<file path="src/rtl/hazard_control_unit_pkg.sv">
// Shared types for the hazard/forwarding controller: forward-select encoding,
// exception FSM states and the destination-shadow entries kept per stage.
package hazard_control_unit_pkg;

  localparam int unsigned HCU_REG_W = 3;
  localparam int unsigned HCU_CNT_W = 3;

  typedef enum logic [1:0] {
    FWD_REG    = 2'd0,
    FWD_P3_ALU = 2'd1,
    FWD_P4_ALU = 2'd2,
    FWD_P4_MEM = 2'd3
  } fwd_sel_t;

  typedef enum logic [1:0] {
    ST_RUN    = 2'd0,
    ST_DRAIN  = 2'd1,
    ST_VECTOR = 2'd2
  } hcu_state_t;

  typedef struct packed {
    logic                 valid;
    logic [HCU_REG_W-1:0] alu_rd;
    logic                 alu_we;
    logic [HCU_REG_W-1:0] mem_rd;
    logic                 mem_we;
    logic                 mem_read;
  } shadow_t;

  typedef struct packed {
    shadow_t              dst;
    logic [HCU_REG_W-1:0] alu_rm;
    logic [HCU_REG_W-1:0] alu_rn;
    logic [HCU_REG_W-1:0] mem_rn;
    logic [HCU_REG_W-1:0] mem_rd;
  } s2_shadow_t;

endpackage

</file>
<file path="src/rtl/hazard_control_unit_fwd_select.sv">
// Forward-select comparator for one EX operand: youngest valid producer wins,
// and in MEM/WB the load slot beats the ALU slot on the same destination.
module hazard_control_unit_fwd_select
  import hazard_control_unit_pkg::*;
(
  input  logic [HCU_REG_W-1:0] src,
  input  shadow_t              s3,
  input  shadow_t              s4,
  output fwd_sel_t             sel_c
);

  // The EX/MEM load slot cannot forward (load-use stall covers it); fields kept for symmetry.
  logic unused_fields;
  assign unused_fields = ^{s3.mem_rd, s3.mem_we, s3.mem_read, s4.mem_read};

  always_comb begin
    sel_c = FWD_REG;
    if (s3.valid && s3.alu_we && (s3.alu_rd == src)) begin
      sel_c = FWD_P3_ALU;
    end else if (s4.valid && s4.mem_we && (s4.mem_rd == src)) begin
      sel_c = FWD_P4_MEM;
    end else if (s4.valid && s4.alu_we && (s4.alu_rd == src)) begin
      sel_c = FWD_P4_ALU;
    end
  end

endmodule

</file>
<file path="src/rtl/hazard_control_unit.sv">
// Hazard and forwarding controller for the two-slot VLIW pipe: shadows the
// destination info of ID/EX, EX/MEM, MEM/WB and drives stall/flush/forward/exception controls.
module hazard_control_unit
  import hazard_control_unit_pkg::*;
#(
  parameter int unsigned REG_W        = HCU_REG_W,
  parameter int unsigned DRAIN_CYCLES = 2
) (
  input  logic             clk,
  input  logic             reset,
  input  logic             id_valid,
  input  logic [REG_W-1:0] id_alu_rm,
  input  logic [REG_W-1:0] id_alu_rn,
  input  logic [REG_W-1:0] id_alu_rd,
  input  logic [REG_W-1:0] id_mem_rn,
  input  logic [REG_W-1:0] id_mem_rd,
  input  logic             id_alu_regWrite,
  input  logic             id_mem_regWrite,
  input  logic             id_memRead,
  input  logic             id_memWrite,
  input  logic             ex_isBranch,
  input  logic             ex_isJump,
  input  logic             ex_flag_N,
  input  logic             ex_undefinedInstruction,
  output logic             pcWrite,
  output logic             p1_pipeline_regWrite,
  output logic             p2_pipeline_regWrite,
  output logic             p3_pipeline_regWrite,
  output logic             p4_pipeline_regWrite,
  output logic             IF_flush,
  output logic             ID_flush,
  output logic             EX_flush,
  output logic             isException,
  output logic [1:0]       f_alu_reg_rm_sel,
  output logic [1:0]       f_alu_reg_rn_sel,
  output logic [1:0]       f_mem_reg_rn_sel,
  output logic [1:0]       f_mem_reg_rd_sel
);

  hcu_state_t           state_q, state_d;
  logic [HCU_CNT_W-1:0] cnt_q, cnt_d;
  s2_shadow_t           s2_q, s2_d;
  shadow_t              s3_q, s3_d;
  shadow_t              s4_q, s4_d;

  s2_shadow_t id_entry_c;
  logic       load_use_c;
  logic       redirect_c;
  logic       exception_c;
  fwd_sel_t   rm_sel_c, rn_sel_c, mrn_sel_c, mrd_sel_c;

  // Bundle currently in ID, narrowed to shadow layout
  always_comb begin
    id_entry_c              = '0;
    id_entry_c.dst.valid    = id_valid;
    id_entry_c.dst.alu_rd   = HCU_REG_W'(id_alu_rd);
    id_entry_c.dst.alu_we   = id_alu_regWrite;
    id_entry_c.dst.mem_rd   = HCU_REG_W'(id_mem_rd);
    id_entry_c.dst.mem_we   = id_mem_regWrite;
    id_entry_c.dst.mem_read = id_memRead;
    id_entry_c.alu_rm       = HCU_REG_W'(id_alu_rm);
    id_entry_c.alu_rn       = HCU_REG_W'(id_alu_rn);
    id_entry_c.mem_rn       = HCU_REG_W'(id_mem_rn);
    id_entry_c.mem_rd       = HCU_REG_W'(id_mem_rd);
  end

  // Hazard detection against the bundle in EX
  always_comb begin
    load_use_c = s2_q.dst.valid && s2_q.dst.mem_read && s2_q.dst.mem_we &&
                 ((s2_q.dst.mem_rd == id_entry_c.alu_rm) ||
                  (s2_q.dst.mem_rd == id_entry_c.alu_rn) ||
                  (s2_q.dst.mem_rd == id_entry_c.mem_rn) ||
                  (id_memWrite && (s2_q.dst.mem_rd == id_entry_c.mem_rd)));
    redirect_c  = s2_q.dst.valid && (ex_isJump || (ex_isBranch && ex_flag_N));
    exception_c = s2_q.dst.valid && ex_undefinedInstruction;
  end

  always_ff @(posedge clk) begin
    if (reset) begin
      state_q <= ST_RUN;
      cnt_q   <= '0;
      s2_q    <= '0;
      s3_q    <= '0;
      s4_q    <= '0;
    end else begin
      state_q <= state_d;
      cnt_q   <= cnt_d;
      s2_q    <= s2_d;
      s3_q    <= s3_d;
      s4_q    <= s4_d;
    end
  end

  // Exception FSM and pipeline control; exception > redirect > load-use stall
  always_comb begin
    state_d              = state_q;
    cnt_d                = cnt_q;
    pcWrite              = 1'b1;
    p1_pipeline_regWrite = 1'b1;
    p2_pipeline_regWrite = 1'b1;
    p3_pipeline_regWrite = 1'b1;
    p4_pipeline_regWrite = 1'b1;
    IF_flush             = 1'b0;
    ID_flush             = 1'b0;
    EX_flush             = 1'b0;
    isException          = 1'b0;
    unique case (state_q)
      ST_RUN: begin
        if (exception_c) begin
          IF_flush = 1'b1;
          ID_flush = 1'b1;
          EX_flush = 1'b1;
          pcWrite  = 1'b0;
          cnt_d    = '0;
          state_d  = ST_DRAIN;
        end else if (redirect_c) begin
          IF_flush = 1'b1;
          ID_flush = 1'b1;
        end else if (load_use_c) begin
          pcWrite              = 1'b0;
          p1_pipeline_regWrite = 1'b0;
          ID_flush             = 1'b1;
        end
      end
      ST_DRAIN: begin
        pcWrite              = 1'b0;
        p1_pipeline_regWrite = 1'b0;
        p2_pipeline_regWrite = 1'b0;
        cnt_d                = cnt_q + HCU_CNT_W'(1);
        if (cnt_q == HCU_CNT_W'(DRAIN_CYCLES - 1)) begin
          cnt_d   = '0;
          state_d = ST_VECTOR;
        end
      end
      ST_VECTOR: begin
        isException = 1'b1;
        IF_flush    = 1'b1;
        state_d     = ST_RUN;
      end
      default: begin
        state_d = ST_RUN;
        cnt_d   = '0;
      end
    endcase
    // Stale shadows must not leak into the reset cycle
    if (reset) begin
      pcWrite              = 1'b1;
      p1_pipeline_regWrite = 1'b1;
      p2_pipeline_regWrite = 1'b1;
      p3_pipeline_regWrite = 1'b1;
      p4_pipeline_regWrite = 1'b1;
      IF_flush             = 1'b0;
      ID_flush             = 1'b0;
      EX_flush             = 1'b0;
      isException          = 1'b0;
    end
  end

  // Shadows advance with the real pipeline registers; flush or bubble clears valid
  always_comb begin
    s2_d = s2_q;
    s3_d = s3_q;
    s4_d = s4_q;
    if (p2_pipeline_regWrite) begin
      s2_d           = id_entry_c;
      s2_d.dst.valid = id_valid && !ID_flush;
    end
    if (p3_pipeline_regWrite) begin
      s3_d       = s2_q.dst;
      s3_d.valid = s2_q.dst.valid && !EX_flush;
    end
    if (p4_pipeline_regWrite) begin
      s4_d = s3_q;
    end
  end

  hazard_control_unit_fwd_select u_fwd_alu_rm (
    .src(s2_q.alu_rm), .s3(s3_q), .s4(s4_q), .sel_c(rm_sel_c)
  );
  hazard_control_unit_fwd_select u_fwd_alu_rn (
    .src(s2_q.alu_rn), .s3(s3_q), .s4(s4_q), .sel_c(rn_sel_c)
  );
  hazard_control_unit_fwd_select u_fwd_mem_rn (
    .src(s2_q.mem_rn), .s3(s3_q), .s4(s4_q), .sel_c(mrn_sel_c)
  );
  hazard_control_unit_fwd_select u_fwd_mem_rd (
    .src(s2_q.mem_rd), .s3(s3_q), .s4(s4_q), .sel_c(mrd_sel_c)
  );

  assign f_alu_reg_rm_sel = reset ? 2'(FWD_REG) : 2'(rm_sel_c);
  assign f_alu_reg_rn_sel = reset ? 2'(FWD_REG) : 2'(rn_sel_c);
  assign f_mem_reg_rn_sel = reset ? 2'(FWD_REG) : 2'(mrn_sel_c);
  assign f_mem_reg_rd_sel = reset ? 2'(FWD_REG) : 2'(mrd_sel_c);

endmodule

</file>
<file path="config.mk">
export PLATFORM = sky130hd
export DESIGN_NAME = hazard_control_unit
export DESIGN_NICKNAME = d
export VERILOG_FILES = /design/src/rtl/hazard_control_unit_pkg.sv /design/src/rtl/hazard_control_unit_fwd_select.sv /design/src/rtl/hazard_control_unit.sv
export SDC_FILE = /design/constraint.sdc
export NUM_CORES = 1
export LEC_CHECK = 0
export ABC_CLOCK_PERIOD_IN_PS = 1800
export BUFFER_PORTS_ARGS = -buffer_cell sky130_fd_sc_hd__buf_2
export CORE_MARGIN = 3
export CORE_UTILIZATION = 45
export DETAILED_ROUTE_END_ITERATION = 7
export GPL_ROUTABILITY_DRIVEN = 0
export PLACE_DENSITY = 0.74
export SYNTH_ARGS = -nofsm -noshare
export SYNTH_HDL_FRONTEND = slang
export SYNTH_SLANG_ARGS = --single-unit
</file>
<file path="constraint.sdc">
create_clock -name clk -period 1.8 [get_ports clk]
set_input_delay 0.27 -clock clk [delete_from_list [all_inputs] [get_ports clk]]
set_output_delay 0.27 -clock clk [all_outputs]
set_load 0.05 [all_outputs]
</file>
## After elaboration in Yosys (flattened, before gate mapping)

Index checks and enable logic that the tools add are counted.

| word-level totals | value |
|---|---|
| flip-flop bits (word level) | 42 |
| RAM bits | 0 |
| bits in read-only memories | 0 |
| bits of input ports | 26 |
| logic and storage cells | 123 |
| output and inout bits | 17 |
| memories kept | 0 |
| bits in latches | 0 |

| operators by class | value |
|---|---|
| order comparisons | 0 |
| bitwise logic cells | 1 |
| shift operators | 0 |
| add/subtract/negate cells | 1 |
| multipliers | 0 |
| reductions and logical operators | 33 |
| muxes and demuxes | 46 |
| equal/unequal tests | 21 |
| divide/modulo/power cells | 0 |

Operator list:

| kind | count |
|---|---|
| == test 3 bit | 16 |
| two-way mux 2 bit | 18 |
| logical AND 1 bit | 24 |
| two-way mux 1 bit | 21 |
| case mux 3 bit (3 select lines) | 1 |
| two-way mux 3 bit | 2 |
| case mux 1 bit (2 select lines) | 3 |
| logical OR 1 bit | 4 |
| != test 2 bit (second input constant) | 2 |
| case mux 2 bit (2 select lines) | 1 |
| AND reduction 2 bit | 2 |
| adder 3 x 1 -> 3 bit (second input constant) | 1 |
| == test 3 x 1 -> 1 bit (second input constant) | 1 |
| == test 2 x 1 -> 1 bit (second input constant) | 1 |
| == test 2 bit (second input constant) | 1 |
| logical NOT 1 bit | 2 |
| logical NOT 2 bit | 1 |
| inverter 1 bit | 1 |

## Depth between registers and ports, before layout

| logic depth | value |
|---|---|
| word-level depth | 12 |
| gate-level depth with buffers | 6 |
| depth with buffers taken out | 5 |

## Cells and area by module

From an unflattened synthesis, not the netlist that was laid out.

| second synthesis, totals | value |
|---|---|
| cells, all modules | 263 |
| area, all modules | 2259.7 sq um |

Modules (own cells, without submodules):

| module | sequential area each (sq um) | cells each | area each (sq um) | times used |
|---|---|---|---|---|
| hazard_control_unit | 880.8 | 195 | 1759.2 | 1 |
| hazard_control_unit_fwd_select | 0.0 | 17 | 125.1 | 4 |

## Least setup slack after synthesis

No wires, ideal clock.

| path | value |
|---|---|
| path type | input to output |
| start point | in reset |
| end point | out isException |
| data required time | 1.530 ns |
| slack | -0.297 ns |
| stages | 3 |
| arrival time | 1.827 ns |
| buffers on the path | 2 |
| cells stage by stage | clkbuf_1 > clkbuf_1 > nor3b_1 |

| between the ends | value |
|---|---|
| word-level cells in the longest chain between the ends | 1 |

Ends and longest elaborated chain:

| what | RTL line | source |
|---|---|---|
| from (decl) | hazard_control_unit.sv:10 | `input logic reset,` |
| two-way mux 1 bit | hazard_control_unit.sv:146 | `if (reset) begin` |
| to (decl) | hazard_control_unit.sv:33 | `output logic isException,` |

No other way between the ends.

==> metrics.md <==
| Metric | Value |
|---|---|
| Outcome | finished with violations |
| Worst-path clk slew | 0.08 ns |
| Clk buf depth | 2 |
| Final setup margin | -0.242 ns |
| Comb pwr share | 0.203 |
| DP Cell Count | 334 |
| CP arrival | 1.77 ns |
| DR vias/cell | 5.21 |
| DRT antenna net count | 0 |
| Fraction of synthesized cell area in xor and xnor cells | 0.194 |
| Simple-gate share of the synthesized area | 0.225 |
| Total die area | 5680 sq um |
| Crit path max fanout | 5 |
| Internal power | 1.51 mW |
| First-pass GRT wire length | 7730 microns |
| Starting Density | 0.481 |
| CTS Hold Bufs | 0 |
| Nets@finish | 320 |
| RSZ-0062 raised after global routing | true |
| Met3 wire length | 186 microns |
| Yosys cell types | 37 |
| Final std cells w/o fill | 347 |
| Syn. warnings | 0 |
| Power per cell area | 771 nW/um^2 |
| H-tree depth | 2 |
| Hold-critical path depth | 2 |
| Area of the multi-input gates | 1300 sq um |
| Largest net degree at the start of global routing | 28 |
| Total Routing Usage GR | 0.181 |
| Cell Area, Synth | 2160 sq um |
| Final core occ | 0.604 |
| Reg2Reg Setup Slack | 0.17 ns |
| Complex-gate fraction of the synthesized area | 0.128 |
| Vias in the first global route | 1,718 |
| DR top layer | met4 |
| Critical Path RT | 1.53 ns |
| Dominant synthesized flop cell | dfxtp_1 |
| Fraction of layout cells with a size suffix above 1 | 0.339 |
| Area delta synth->final | 25.7% |
| DPL Wire Length | 3590 microns |
| Commonest non-fill, non-tap cell in the layout | xnor2_1 |
| Setup Crit Path Kind | reg2out |
| Met1 Wirelength | 2140 microns |
| EDFF count, synth | 0 |
| Sequential power share | 0.498 |
| ANT cells | 0 |
| Sw power | 0.592 mW |
| Ys async rst share | 0 |
| Die span in y | 75.4 microns |
| Post-route cell area | 2720 sq um |
| Worst VDD drop | 0.000471 V |
| Leading cell types in the layout, fill and taps excluded | xnor2_1, nand2_1, buf_2 |
| Row count | 24 |
| Port Buffers | 40 |
| Clock Sinks | 42 |
| DR vias | 1,809 |
| Post-synthesis sequential area ratio | 0.388 |
| Design Power | 2.10 mW |
| Number of buffers created by CTS | 5 |
| Width of the die | 75.4 microns |
| HP Class | in2reg |
| Multiplexer share of the synthesized area | 0 |
| Flops & latches, synth | 42 |
| Clk_skew | 0.00757 ns |
| Core area | 4500 sq um |
| CP Launch Point | s2_q[2] |
| WL/cell | 14.0 microns |
| Root Driver | clkbuf_8 |
| Overflow after GRT | 0 |
| DRT Wirelength | 4850 microns |
| Fmax | 0.490 GHz |
| Drt pass-1 iters | 4 |
| Max Cap Viol | 0 |
| Setup crit start kind | flip-flop |
| Largest family of logic cells by synthesized area | simple AND/OR/NAND/NOR gates |
| Violated checks | setup timing |
| Routed length on met2 | 2400 microns |
| Worst-Skew Late Latency | 0.30 ns |
| Period minus WS final | 2.04 ns |
| Adder and majority gate portion of the synthesized area | 0 |
| Hold wc startpoint | id_alu_regWrite |
| Register area | 877 sq um |
| Dpl cell area | 2420 sq um |
| Worst Setup End Kind | output port |
| R2R depth | 8 |
| Lkg Pwr | 1.07 nW |
| Num ports | 43 |
| Mapped Cells | 257 |
| Crit share post-route | 1.13 |
| Critical R2R Capture | s2_q[21] |
| Final-layout fill cell count | 393 |
| Clk pwr share | 0.299 |
| Fin. Hold Viols | 0 |
| Switching part of the total | 0.282 |
| Setup_tns | -0.660 ns |
| CTS tree | built |
| Worst Hold Endpoint | s2_q[17] |
| FF-to-FF Start | s2_q[2] |
| Final Slew Violations | 0 |
| Synthesized area per cell | 8.42 sq um |
| DRC viols | 0 |
| Final setup viols | 3 |
| Initial antenna violation count | 0 |
| Detailed Route Iter0 Violations | 63 |
==> kinds of logic (layout without fill, tap and decap cells) <==
family,Yosys count,count (layout)
XOR/XNOR,48,48
other,1,2
AO/OA/AOI/OAI,46,46
buffers and inverters,26,63
AND/OR/NAND/NOR,94,94
flip-flops,42,42
==> Yosys cell counts (all sizes together) (3+ instances only) <==
cell | count | area (sq um)
dfxtp | 42 | 841
xnor2 | 42 | 368
nand2 | 34 | 128
a21oi | 25 | 125
nor2b | 19 | 119
buf | 13 | 85.1
nand4 | 13 | 81.3
clkbuf | 12 | 45.0
nor2 | 10 | 37.5
o21ai | 7 | 35.0
xor2 | 6 | 52.6
and3b | 4 | 35.0
o22a | 4 | 35.0
and2 | 3 | 18.8
nand2b | 3 | 18.8
==> flip-flops by register name, summed over array words and instances, names as in the netlist <==
register  cells
cnt_q         3
s2_q         19
s3_q          9
s4_q          9
state_q       2
==> through the flow <==
stage | hold slack, ns | worst slack [ns]
detailed placement | 0.423 | -0.0418
CTS | 0.192 | -0.198
global route | 0.196 | -0.311
global placement | 0.419 | 0.00317
floorplan | 0.354 | 0.00922
finish | 0.193 | -0.242
==> power groups by stage <==
stage                     clock network [mW]  logic [mW]  registers, mW
after detailed placement                   0       0.353           1.06
after global routing                   0.687       0.465           1.05
after global placement                     0       0.345           1.06
final                                  0.627       0.426           1.05
after floorplan                            0       0.291           1.03
after CTS                              0.641       0.375           1.04
==> worst max-delay path, stage by stage, from the launching register on <==
cell	delay [ns]
dfxtp_4	0.36
buf_6	0.13
xnor2_2	0.13
nand3_2	0.09
o31ai_4	0.08
or2_1	0.27
a31oi_2	0.22
buf_6	0.18
==> timing repair <==
| action | in CTS | in global routing |
|---|---|---|
| endpoints found under the setup margin | 12 | 13 |
| endpoints found under the hold margin | 0 | 0 |
| pin swaps | 1 | 11 |
| gates resized for setup | 27 | 30 |
| buffers inserted | 1 | 4 |
==> routing by layer <==
layer	vias up	track usage
met5	-	0
li1	924	-
met4	0	0.0699
met3	14	0.0475
met2	41	0.308
met1	830	0.218
==> how the worst max path moves through the flow <==
stage / to / slack (ns) / cells after the start
3_3_place_gp: ID_flush / 0.003 / 5
2_1_floorplan: ID_flush / 0.009 / 5
4_1_cts: pcWrite / -0.20 / 7
5_1_grt: p1_pipeline_regWrite / -0.31 / 7
6_report: p1_pipeline_regWrite / -0.24 / 7
3_5_place_dp: ID_flush / -0.04 / 5
==> final cells by class <==
type / instances / area share
multi-input cells: 190 / 0.477
inverters: 1 / 0.00138
well taps: 52 / 0.0239
flip-flops and latches: 42 / 0.322
clock inverters: 2 / 0.00460
repair buffers: 54 / 0.140
clock buffers: 6 / 0.0303
Note: power is estimated with default switching activity, not from simulation.
